**config.mk**
```make
export PLATFORM = sky130hd
export DESIGN_NAME = pc_sequencer
export DESIGN_NICKNAME = d
export VERILOG_FILES = /design/src/rtl/pcseq_pkg.sv /design/src/rtl/btn_edge_sync.sv /design/src/rtl/pc_sequencer.sv
export SDC_FILE = /design/constraint.sdc
export NUM_CORES = 1
export LEC_CHECK = 0
export BUFFER_PORTS_ARGS = -buffer_cell sky130_fd_sc_hd__buf_2
export CAP_MARGIN = 25
export CORE_AREA = 8 8 45 47
export CTS_BUF_LIST = sky130_fd_sc_hd__clkbuf_4 sky130_fd_sc_hd__clkbuf_8
export DETAILED_ROUTE_END_ITERATION = 6
export DIE_AREA = 0 0 53 55
export PLACE_DENSITY = 0.52
export SLEW_MARGIN = 20
export SYNTH_ARGS = -nofsm -noshare
export SYNTH_HDL_FRONTEND = slang
export SYNTH_HIERARCHICAL = 1
export SYNTH_SLANG_ARGS = --single-unit
export TNS_END_PERCENT = 10
```
**constraint.sdc**
```tcl
create_clock -name clk -period 1.4 [get_ports clk]
set_clock_uncertainty 0.05 [all_clocks]
set_input_delay 0.14 -clock clk [delete_from_list [all_inputs] [get_ports clk]]
set_output_delay 0.14 -clock clk [all_outputs]
set_load 0.05 [all_outputs]
```
**src/rtl/pcseq_pkg.sv**
```systemverilog
// Shared opcode encodings and sequencer state type for pc_sequencer.
package pcseq_pkg;

  localparam int OP_W = 3;

  localparam logic [OP_W-1:0] OP_MUL  = 3'b101;
  localparam logic [OP_W-1:0] OP_WAIT = 3'b110;
  localparam logic [OP_W-1:0] OP_HALT = 3'b111;

  typedef enum logic [1:0] {
    RUN,
    WAIT_BTN,
    MUL_STALL,
    HALT
  } state_t;

endpackage

```
**src/rtl/btn_edge_sync.sv**
```systemverilog
// Push-button synchroniser plus one-cycle rise detector; SYNC_STAGES cycles of latency.
// With PCSEQ_DEBOUNCE_EN defined, a DEB_CYCLES-cycle debouncer sits before the edge detector.
module btn_edge_sync #(
  parameter int SYNC_STAGES = 2,
  parameter int DEB_CYCLES  = 4
) (
  input  logic clk,
  input  logic reset,
  input  logic btn,
  output logic btn_rise
);

  logic [SYNC_STAGES-1:0] sync_q, sync_d;
  logic                   prev_q, prev_d;
  logic                   level;

  always_comb begin
    sync_d = {sync_q[SYNC_STAGES-2:0], btn};
  end

`ifdef PCSEQ_DEBOUNCE_EN
  localparam int DW = $clog2(DEB_CYCLES + 1);

  logic          deb_q, deb_d;
  logic [DW-1:0] cnt_q, cnt_d;

  // Counter only runs while the synchronised input disagrees with the held level.
  always_comb begin
    deb_d = deb_q;
    cnt_d = '0;
    if (sync_q[SYNC_STAGES-1] != deb_q) begin
      if (cnt_q == DW'(DEB_CYCLES - 1)) begin
        deb_d = ~deb_q;
      end else begin
        cnt_d = cnt_q + 1'b1;
      end
    end
  end

  always_ff @(posedge clk or posedge reset) begin
    if (reset) begin
      deb_q <= 1'b1;
      cnt_q <= '0;
    end else begin
      deb_q <= deb_d;
      cnt_q <= cnt_d;
    end
  end

  assign level = deb_q;
`else
  assign level = sync_q[SYNC_STAGES-1];
`endif

  always_comb begin
    prev_d = level;
  end

  // Reset to 1 so a button held through reset release is not seen as a press.
  always_ff @(posedge clk or posedge reset) begin
    if (reset) begin
      sync_q <= '1;
      prev_q <= 1'b1;
    end else begin
      sync_q <= sync_d;
      prev_q <= prev_d;
    end
  end

  assign btn_rise = level & ~prev_q;

endmodule

```
**src/rtl/pc_sequencer.sv**
```systemverilog
// Drives PCincr: advance, hold for WAIT (button rise), MUL (MUL_CYCLES-1 holds) or HALT (until reset).
// Optional button debouncing is enabled with macro PCSEQ_DEBOUNCE_EN.
module pc_sequencer
  import pcseq_pkg::*;
#(
  parameter int OPW         = 3,
  parameter int MUL_CYCLES  = 2,
  parameter int SYNC_STAGES = 2,
  parameter int DEB_CYCLES  = 4
) (
  input  logic           clk,
  input  logic           reset,
  input  logic [OPW-1:0] opcode,
  input  logic           btn,
  output logic           PCincr,
  output logic           waiting,
  output logic           busy,
  output logic           halted
);

  localparam int CW = (MUL_CYCLES > 2) ? $clog2(MUL_CYCLES - 1) : 1;

  state_t        state_q, state_d;
  logic [CW-1:0] cnt_q, cnt_d;
  logic          btn_rise;
  logic          pc_incr;

  btn_edge_sync #(
    .SYNC_STAGES(SYNC_STAGES),
    .DEB_CYCLES (DEB_CYCLES)
  ) u_btn (
    .clk     (clk),
    .reset   (reset),
    .btn     (btn),
    .btn_rise(btn_rise)
  );

  always_comb begin
    state_d = state_q;
    cnt_d   = cnt_q;
    pc_incr = 1'b0;
    case (state_q)
      RUN: begin
        if (opcode == OPW'(OP_WAIT)) begin
          state_d = WAIT_BTN;
        end else if (opcode == OPW'(OP_HALT)) begin
          state_d = HALT;
        end else if (opcode == OPW'(OP_MUL) && MUL_CYCLES > 1) begin
          cnt_d   = CW'(MUL_CYCLES - 2);
          state_d = MUL_STALL;
        end else begin
          pc_incr = 1'b1;
        end
      end
      // Rises seen in other states are dropped; only a rise here releases the PC.
      WAIT_BTN: begin
        pc_incr = btn_rise;
        if (btn_rise) begin
          state_d = RUN;
        end
      end
      MUL_STALL: begin
        if (cnt_q == '0) begin
          pc_incr = 1'b1;
          state_d = RUN;
        end else begin
          cnt_d = cnt_q - 1'b1;
        end
      end
      default: begin
        state_d = HALT;
      end
    endcase
  end

  always_ff @(posedge clk or posedge reset) begin
    if (reset) begin
      state_q <= RUN;
      cnt_q   <= '0;
    end else begin
      state_q <= state_d;
      cnt_q   <= cnt_d;
    end
  end

  assign PCincr  = pc_incr;
  assign waiting = (state_q == WAIT_BTN);
  assign busy    = (state_q == MUL_STALL);
  assign halted  = (state_q == HALT);

endmodule

```
==> metrics.txt, run 1 <==
outcome=finished, violations left; violated checks=negative setup slack; sequential power share=15.2%; filler instances=146; most frequent CP cell=buf_6; CP Max Fanout=3; DP Worst Slack=-0.0473 ns; worst-path cell chain=buf_6, ha_4, a221oi_4, nor2_4, buf_6; total CTS buffers=3; CTS tree=yes; net load switching power=643 uW; Area Growth Syn to Fin=80.2%; CP top delay family=flip-flops; largest net degree at the start of global routing=6; maximum vdd drop=0.564 mV; Final ANT Viol Nets=0; Routed WL=682 um; worst-skew pair later-pin latency=0.25 ns; ant diodes=0; Startpoint Class=register; drt first-iter violations=2; synthesized net count=38; drt wl/cell=10.7 um; xor/xnor cell area share of the yosys netlist=0%; post-DP HPWL=521 um; vias in the first global route=289; Clock Path Buffers=2; core area=1380 um2; # clock sinks=5; Worst path max stage delay=0.40 ns; Fin Setup TNS=-0.399 ns; final critical-path share of the clock period=116%; final worst slack=-0.229 ns; Hold Vio Cnt, Final=0; largest family of logic cells by synthesized area=adder cells; layout cells sized above 1=60.4%; critical path data arrival time=1.44 ns; Worst Path Buf+Inv=2; placed instance count=57; row count=14; library cells used by synthesis=14; Vias=267; Die X=53 um; first-pass GRT wire length=1140 um; Lkg Pwr=0.000257 uW; register area share after synthesis=43.5%; Rel. slew slack=78.5%; Total GRT Usage=5.88%; Max Slew Vio Count=0; Pint=761 uW; die area=2920 um2; Max Cap Violations=0; GPL Wtd Cong=0.677; Adder-Cell Fraction of Synth Area=21.1%; worst-path cell with the longest stage delay=dfrtp_1; synthesized area per cell=11.0 um2; simple-gate share of the synthesized area=12.7%; Mapped Cells=27; CTS Root Cell=clkbuf_4; worst hold slack=0.190 ns; mux share of post-synthesis cell area=3.38%; Synth Area in Compound Gates=13.1%; Clk network pwr share=13.3%; PwrDens=2630 nW/um2; Final min period=1.63 ns; Fmax=614 MHz; Synth Warn #=6; Net Sw Frac=45.8%; HP Class=input port to register; nature of the critical path endpoint=output pin; Die H=55 um; CTS clk-pin slew, worst paths=0.04 ns; # DRC=0; Layout Cells excl Fill=64; Max H-tree Level=1; Final #Nets=60; Initial Utilization=21.4%; Via density=4.17; critical path required time=1.21 ns; Setup violations, final=4; initial antenna violation count=0; GRT overflow=0; Cell Area, Synth=297 um2; Seq cells post-synth=5; Logic pwr share=71.4%; Setup CP Type=register to output pin; DRT Pass-1 Iters=2; worst-margin pin slew=0.320 ns; # port buffers=9; io pins=10; RSZ-0062 raised after global routing=true
## state kept, by name, indices dropped and copies added, names as in the netlist
name / cells
state_q: 2
u_btn/sync_q: 2
u_btn/prev_q: 1
## final cells by class
type	count	area, um2	area share [%]
Clock buffer	4	30.0	5.62
Inverter	5	18.8	3.51
Multi-Input combinational cell	17	211	39.6
Sequential cell	5	129	24.1
Tap cell	16	20.0	3.75
Timing Repair Buffer	17	125	23.4
## layer usage
layer  vias to the layer above  GRT usage, %  part of all wire [%]
li1                        133             -                     -
met1                       123          4.31                    31
met2                         7          10.5                    58
met3                         4          1.87                   6.0
met4                         0          7.76                   5.0
met5                         -             0                     0
## what timing repair did
action | 4_1_cts | 5_1_grt
hold buffers | 2 | 0
pin swaps | 2 | 1
gates resized for setup | 6 | 2
buffers inserted | 0 | 1
endpoints found under the setup margin | 1 | 5
hold endpoints to repair | 6 | 0
## cell usage in the layout (no fill, tap or decap)
| cell type | instances |
|---|---|
| nor2_1 | 1 |
| buf_4 | 6 |
| o21ai_1 | 1 |
| dlygate4sd3_1 | 2 |
| nor2b_1 | 1 |
| nor2b_4 | 1 |
| and4b_1 | 1 |
| a21oi_1 | 2 |
| dfstp_2 | 3 |
| ha_4 | 3 |
| nor2_4 | 1 |
| a221oi_4 | 1 |
| ha_1 | 2 |
| mux2i_1 | 1 |
| inv_2 | 1 |
| buf_2 | 6 |
| o22a_1 | 1 |
| inv_1 | 4 |
| dfrtp_1 | 2 |
| a31oi_1 | 1 |
| buf_6 | 2 |
| clkbuf_4 | 5 |
## synthesized netlist by cell type
cell | instances | area [um2]
and4b_1 | 1 | 10.0
a21oi_1 | 2 | 10.0
a31oi_1 | 1 | 6.26
nor2b_4 | 1 | 13.8
o22a_1 | 1 | 8.76
o21ai_1 | 1 | 5.00
mux2i_1 | 1 | 10.0
ha_1 | 5 | 62.6
dfrtp_1 | 2 | 50.1
inv_1 | 5 | 18.8
a221oi_1 | 1 | 8.76
nor2b_1 | 1 | 6.26
dfstp_2 | 3 | 78.8
nor2_1 | 2 | 7.51
## worst register-to-register path, delay by kind of cell (launching register included)
kind                       cells  cell delay (ns)
AOI/OAI and AO/OA              1             0.19
buffers and inverters          2             0.26
DFF                            1             0.40
and+or+nand+nor                1             0.13
muxes                          1             0.21
adders and majority gates      1             0.15
## stage by stage
step	util, %	instance area (um2)	total power (uW)
2_1_floorplan	-	338	871
3_3_place_gp	31.8	440	1050
3_5_place_dp	31.8	440	1050
4_1_cts	37.9	524	1390
5_1_grt	38.6	534	1510
6_report	38.6	534	1400
## path summary, 6_finish.rpt
| path | startpoint | endpoint | slack [ns] | depth (start not counted) |
|---|---|---|---|---|
| hold reg to reg | u_btn/sync_q[0] | u_btn/sync_q[1] | 0.31 | 0 |
| max in group asynchronous | reset | u_btn/sync_q[1] | 0.82 | 3 |
| setup reg to reg | state_q[0] | state_q[0] | -0.09 | 6 |
| min in group asynchronous | reset | state_q[1] | 0.25 | 3 |
| setup / recovery | state_q[0] | PCincr | -0.23 | 5 |
| hold / removal | opcode[1] | state_q[0] | 0.19 | 3 |
## power groups by stage
stage / Combinational, uW / Sequential, uW / Clock (uW)
5_1_grt: 1090 / 217 / 203
6_report: 1000 / 214 / 187
3_3_place_gp: 837 / 213 / 0
2_1_floorplan: 639 / 231 / 0
3_5_place_dp: 843 / 211 / 0
4_1_cts: 979 / 212 / 194
## cells by family after synthesis
family | Yosys count
AO/OA/AOI/OAI | 6
adder cells (fa/ha/maj) | 5
buffers and inverters | 5
flip-flops | 5
multiplexers | 1
AND/OR/NAND/NOR | 5
(Power assumes the default switching activity.)
==> run 2: changes to the inputs <==
- SYNTH_HIERARCHICAL: 1 -> default
==> metrics.txt, run 2 <==
outcome=finished, violations left; violated checks=negative setup slack; total CTS buffers=3; GPL Wtd Cong=0.659; DP Worst Slack=0.00153 ns; first-pass GRT wire length=986 um; CP Max Fanout=4; HP Class=input port to register; Startpoint Class=register; worst hold slack=0.201 ns; Setup CP Type=register to output pin; drt wl/cell=10.6 um; worst-skew pair later-pin latency=0.23 ns; Max Slew Vio Count=0; largest net degree at the start of global routing=6; final critical-path share of the clock period=106%; Fmax=671 MHz; DRT Pass-1 Iters=2; Yosys top cell area share=25.8%; Fin Setup TNS=-0.0904 ns; Hold Vio Cnt, Final=0; CTS clk-pin slew, worst paths=0.04 ns; EDFF count, synth=0; mux share of post-synthesis cell area=0%; register area share after synthesis=42.2%; Synth Warn #=0; Clock Path Buffers=2; final worst slack=-0.0904 ns; critical path data arrival time=1.30 ns; post-DP HPWL=575 um; simple-gate share of the synthesized area=17.2%; Lkg Pwr=0.000231 uW; row count=14; drt first-iter violations=3; die area=2920 um2; core area=1380 um2; CTS Root Cell=clkbuf_4; most frequent cells in the layout=buf_2, clkbuf_4, buf_6; Register Area=130 um2; Via density=4.16; Max Cap Violations=0; largest family of logic cells by synthesized area=adder cells; filler instances=146; Adder-Cell Fraction of Synth Area=20.5%; ranking of synthesized cells by area=dfstp_2, ha_1, dfrtp_1, a2bb2oi_1, nand4b_1; initial antenna violation count=0; most common cell after layout, fill and taps aside=buf_2; vias in the first global route=253; Max H-tree Level=1; xor/xnor cell area share of the yosys netlist=0%; io pins=10; Total GRT Usage=4.66%; Initial Utilization=22.1%; nature of the critical path endpoint=output pin; fraction of registers with async set/reset=100%; Rel. slew slack=75.7%; critical path required time=1.21 ns; Vias=258; Area Growth Syn to Fin=76.2%; Die X=53 um; Main synth FF type=dfstp_2; Final ANT Viol Nets=0; maximum vdd drop=0.470 mV; most frequent cell after synthesis=ha_1; area of the multi-input gates=230 um2; CTS tree=yes; # DRC=0; Synth top cells by count=ha_1, inv_1, nand2_1; Setup violations, final=1; Mapped Cells=28; Synth area leader=dfstp_2; RSZ-0062 raised after global routing=true; synthesized area per cell=10.9 um2; PwrDens=669 nW/um2; Largest regs=state_q: 2 flops, u_btn.sync_q: 2 flops, u_btn.prev_q: 1 flops; synthesized net count=39; Cell Area, Synth=305 um2; total power=360 uW; Seq cells post-synth=5; worst-margin pin slew=0.361 ns; Final #Nets=58; GRT overflow=0; Die H=55 um; ant diodes=0; Synth Area in Compound Gates=15.2%; # port buffers=9; # clock sinks=5; Routed WL=660 um; layout cells sized above 1=67.4%; library cells used by synthesis=13; Final min period=1.49 ns
run 2: cell types whose count changed after synthesis, sizes merged, moves of 2 or more:
cell     previous run  this run
nand2               0         4
nor2b               2         0
a2bb2oi             0         2
nand2b              0         2
nand4b              0         2
nor2                2         0
run 2: power breakdown:
group / internal, uW / total (uW) / switching (uW)
registers: 153 / 157 / 4.07
clock network: 127 / 180 / 53.0
logic: 12.9 / 23.0 / 10.1
run 2: final timing paths:
kind                                      start              end  slack [ns]  depth (start not counted)
worst max-delay path                 state_q[0]           PCincr       -0.09                          4
worst min-delay path                  opcode[1]       state_q[1]        0.20                          4
worst max register to register       state_q[0]       state_q[0]        0.12                          5
worst min register to register  u_btn.sync_q[0]  u_btn.sync_q[1]        0.30                          0
max in group asynchronous                 reset  u_btn.sync_q[0]        0.77                          3
min in group asynchronous                 reset       state_q[1]        0.29                          3
run 2: critical path: stages, from the launching register on:
cell	delay [ns]
dfrtp_2	0.45
ha_4	0.20
a31oi_4	0.20
a21oi_4	0.07
buf_6	0.15
run 2: per-stage QoR:
| step | cell area [um2] | utilization [%] | cells |
|---|---|---|---|
| after floorplan | 359 | - | 28 |
| after global placement | 447 | 32.3 | 56 |
| after detailed placement | 447 | 32.3 | 56 |
| after CTS | 515 | 37.3 | 62 |
| after global routing | 538 | 38.9 | 62 |
| final | 538 | 38.9 | 62 |
run 2: metal layers:
layer	GRT usage (%)	up-vias	part of all wire, %
met3	1.87	0	6.1
met2	8.20	6	51
met4	3.88	0	0
met1	4.14	121	42
li1	-	131	-
met5	0	-	0
run 2: logic make-up after synthesis:
kind of cell / count (synthesis)
and+or+nand+nor: 8
buffers and inverters: 4
adders and majority gates: 5
AOI/OAI and AO/OA: 6
DFF: 5
run 2: final cells by class:
type,instances,share of cell area (%)
tap,16,3.72
timing repair buffer,14,20.5
inverter,4,3.26
sequential,5,24.2
clock buffer,4,5.58
multi-input combinational,19,42.8
run 2: timing repair:
item / 4_1_cts / 5_1_grt
setup endpoints to repair: 2 / 3
endpoints found under the hold margin: 6 / 0
pin swaps: 1 / 1
setup buffers: 0 / 0
hold buffers: 2 / 0
resized for setup: 7 / 5
==> run 3: changes to the inputs <==
==> constraint.sdc (replaced) <==
create_clock -name clk -period 1.4 [get_ports clk]
set_clock_uncertainty 0.05 [all_clocks]
set_input_delay 0.07 -clock clk [delete_from_list [all_inputs] [get_ports clk]]
set_output_delay 0.07 -clock clk [all_outputs]
set_load 0.05 [all_outputs]
==> metrics.txt, run 3 (synthesis results as in run 2) <==
DRT Pass-1 Iters=1; Setup CP Type=register to output pin; Vias=282; Final min period=1.45 ns; Layout Cells excl Fill=65; worst-margin pin slew=0.380 ns; Area Growth Syn to Fin=84.4%; Rel. slew slack=74.4%; largest net degree at the start of global routing=6; HP Start=opcode[1]; PwrDens=651 nW/um2; CTS clk-pin slew, worst paths=0.04 ns; wire length on met1=314 um; first-pass GRT wire length=1300 um; outcome=finished, violations left; # DRC=0; Final #Nets=61; Clock Path Buffers=2; final worst slack=-0.0456 ns; routed wl met3=101 um; worst hold path endpoint=state_q[1]; GRT overflow=0; Via density=4.34; CTS Root Cell=clkbuf_4; core area=1380 um2; ant diodes=0; Max H-tree Level=1; io pins=10; placed instance count=57; Max Slew Vio Count=0; Hold Path Depth=4; initial antenna violation count=0; CTS tree=yes; Reg-to-Reg Start=state_q[1]; CP Max Fanout=3; Lkg Pwr=0.000244 uW; vias in the first global route=299; Die H=55 um; # port buffers=9; post-DP HPWL=563 um; die area=2920 um2; highest routed layer=met4; most frequent cells in the layout=buf_2, buf_4, clkbuf_4; Max Cap Violations=0; # clock sinks=5; critical path data arrival time=1.33 ns; HP Class=input port to register; nature of the critical path endpoint=output pin; layout cells sized above 1=73.5%; critical path required time=1.28 ns; Worst Setup SP=state_q[1]; Fmax=692 MHz; final critical-path share of the clock period=103%; FF-to-FF End=state_q[0]; total CTS buffers=3; maximum vdd drop=0.345 mV; violated checks=negative setup slack; total power=367 uW; drt wl/cell=12.0 um; worst-skew pair later-pin latency=0.24 ns; Setup violations, final=2; RSZ-0062 raised after global routing=true; Startpoint Class=register; GPL Wtd Cong=0.772; filler instances=130; Largest regs=state_q: 2 flops, u_btn.sync_q: 2 flops, u_btn.prev_q: 1 flops; Worst Reg-to-Reg Cells=6; Reg2Reg Setup Slack=0 ns; Hold Vio Cnt, Final=0; Final ANT Viol Nets=0; drt first-iter violations=0; Initial Utilization=22.1%; row count=14; Routed WL=783 um; DR WL met2=338 um; Total GRT Usage=6.41%; Die X=53 um
[run 3: critical path, stage by stage (launching register included)]
cell	delay, ns
dfrtp_1	0.41
inv_2	0.09
ha_4	0.17
a31oi_4	0.18
a21oi_4	0.08
buf_8	0.15
[run 3: worst max path at each step]
stage | to | slack [ns] | cells after the start
detailed placement | PCincr | 0.005 | 5
CTS | PCincr | -0.08 | 5
global route | PCincr | -0.1 | 5
finish | PCincr | -0.05 | 5
global placement | PCincr | 0.03 | 5
floorplan | PCincr | 0.02 | 4
[run 3: area by class of cell]
cell class                      instances  area, um2  share of cell area, %
Multi-Input combinational cell         19        243                   43.1
Sequential cell                         5        130                   23.1
Timing Repair Buffer                   17        123                   21.8
Clock buffer                            4       30.0                   5.33
Tap cell                               16       20.0                   3.56
Inverter                                4       17.5                   3.11
[run 3: per-stage QoR]
| step | hold slack (ns) | area [um2] | setup WS (ns) | TNS [ns] | util [%] |
|---|---|---|---|---|---|
| 2_1_floorplan | -0.204 | 342 | 0.0247 | 0 | - |
| 6_report | 0.145 | 563 | -0.0456 | -0.0487 | 40.7 |
| 4_1_cts | 0.115 | 538 | -0.0840 | -0.118 | 38.9 |
| 3_3_place_gp | -0.0789 | 437 | 0.0318 | 0 | 31.6 |
| 5_1_grt | 0.158 | 563 | -0.0974 | -0.224 | 40.7 |
| 3_5_place_dp | -0.0775 | 437 | 0.00475 | 0 | 31.6 |
[run 3: timing repair]
| item | 4_1_cts | 5_1_grt |
|---|---|---|
| setup endpoints to repair | 1 | 4 |
| endpoints found under the hold margin | 6 | 0 |
| pin swaps | 2 | 1 |
| gates resized for setup | 8 | 7 |
| setup buffers | 2 | 0 |
| hold buffers | 2 | 0 |
[run 3: metal layers]
layer  up-vias  global-route usage (%)
met3         3                    4.01
met5         -                       0
met4         0                    6.47
li1        140                       -
met1       127                    6.27
met2        12                    8.98
[run 3: report_power, final]
group | switching, uW | total (uW) | internal [uW]
clock | 59.2 | 186 | 127
combinational | 10.6 | 23.4 | 12.8
sequential | 3.77 | 157 | 153
total | 73.6 | 367 | 293
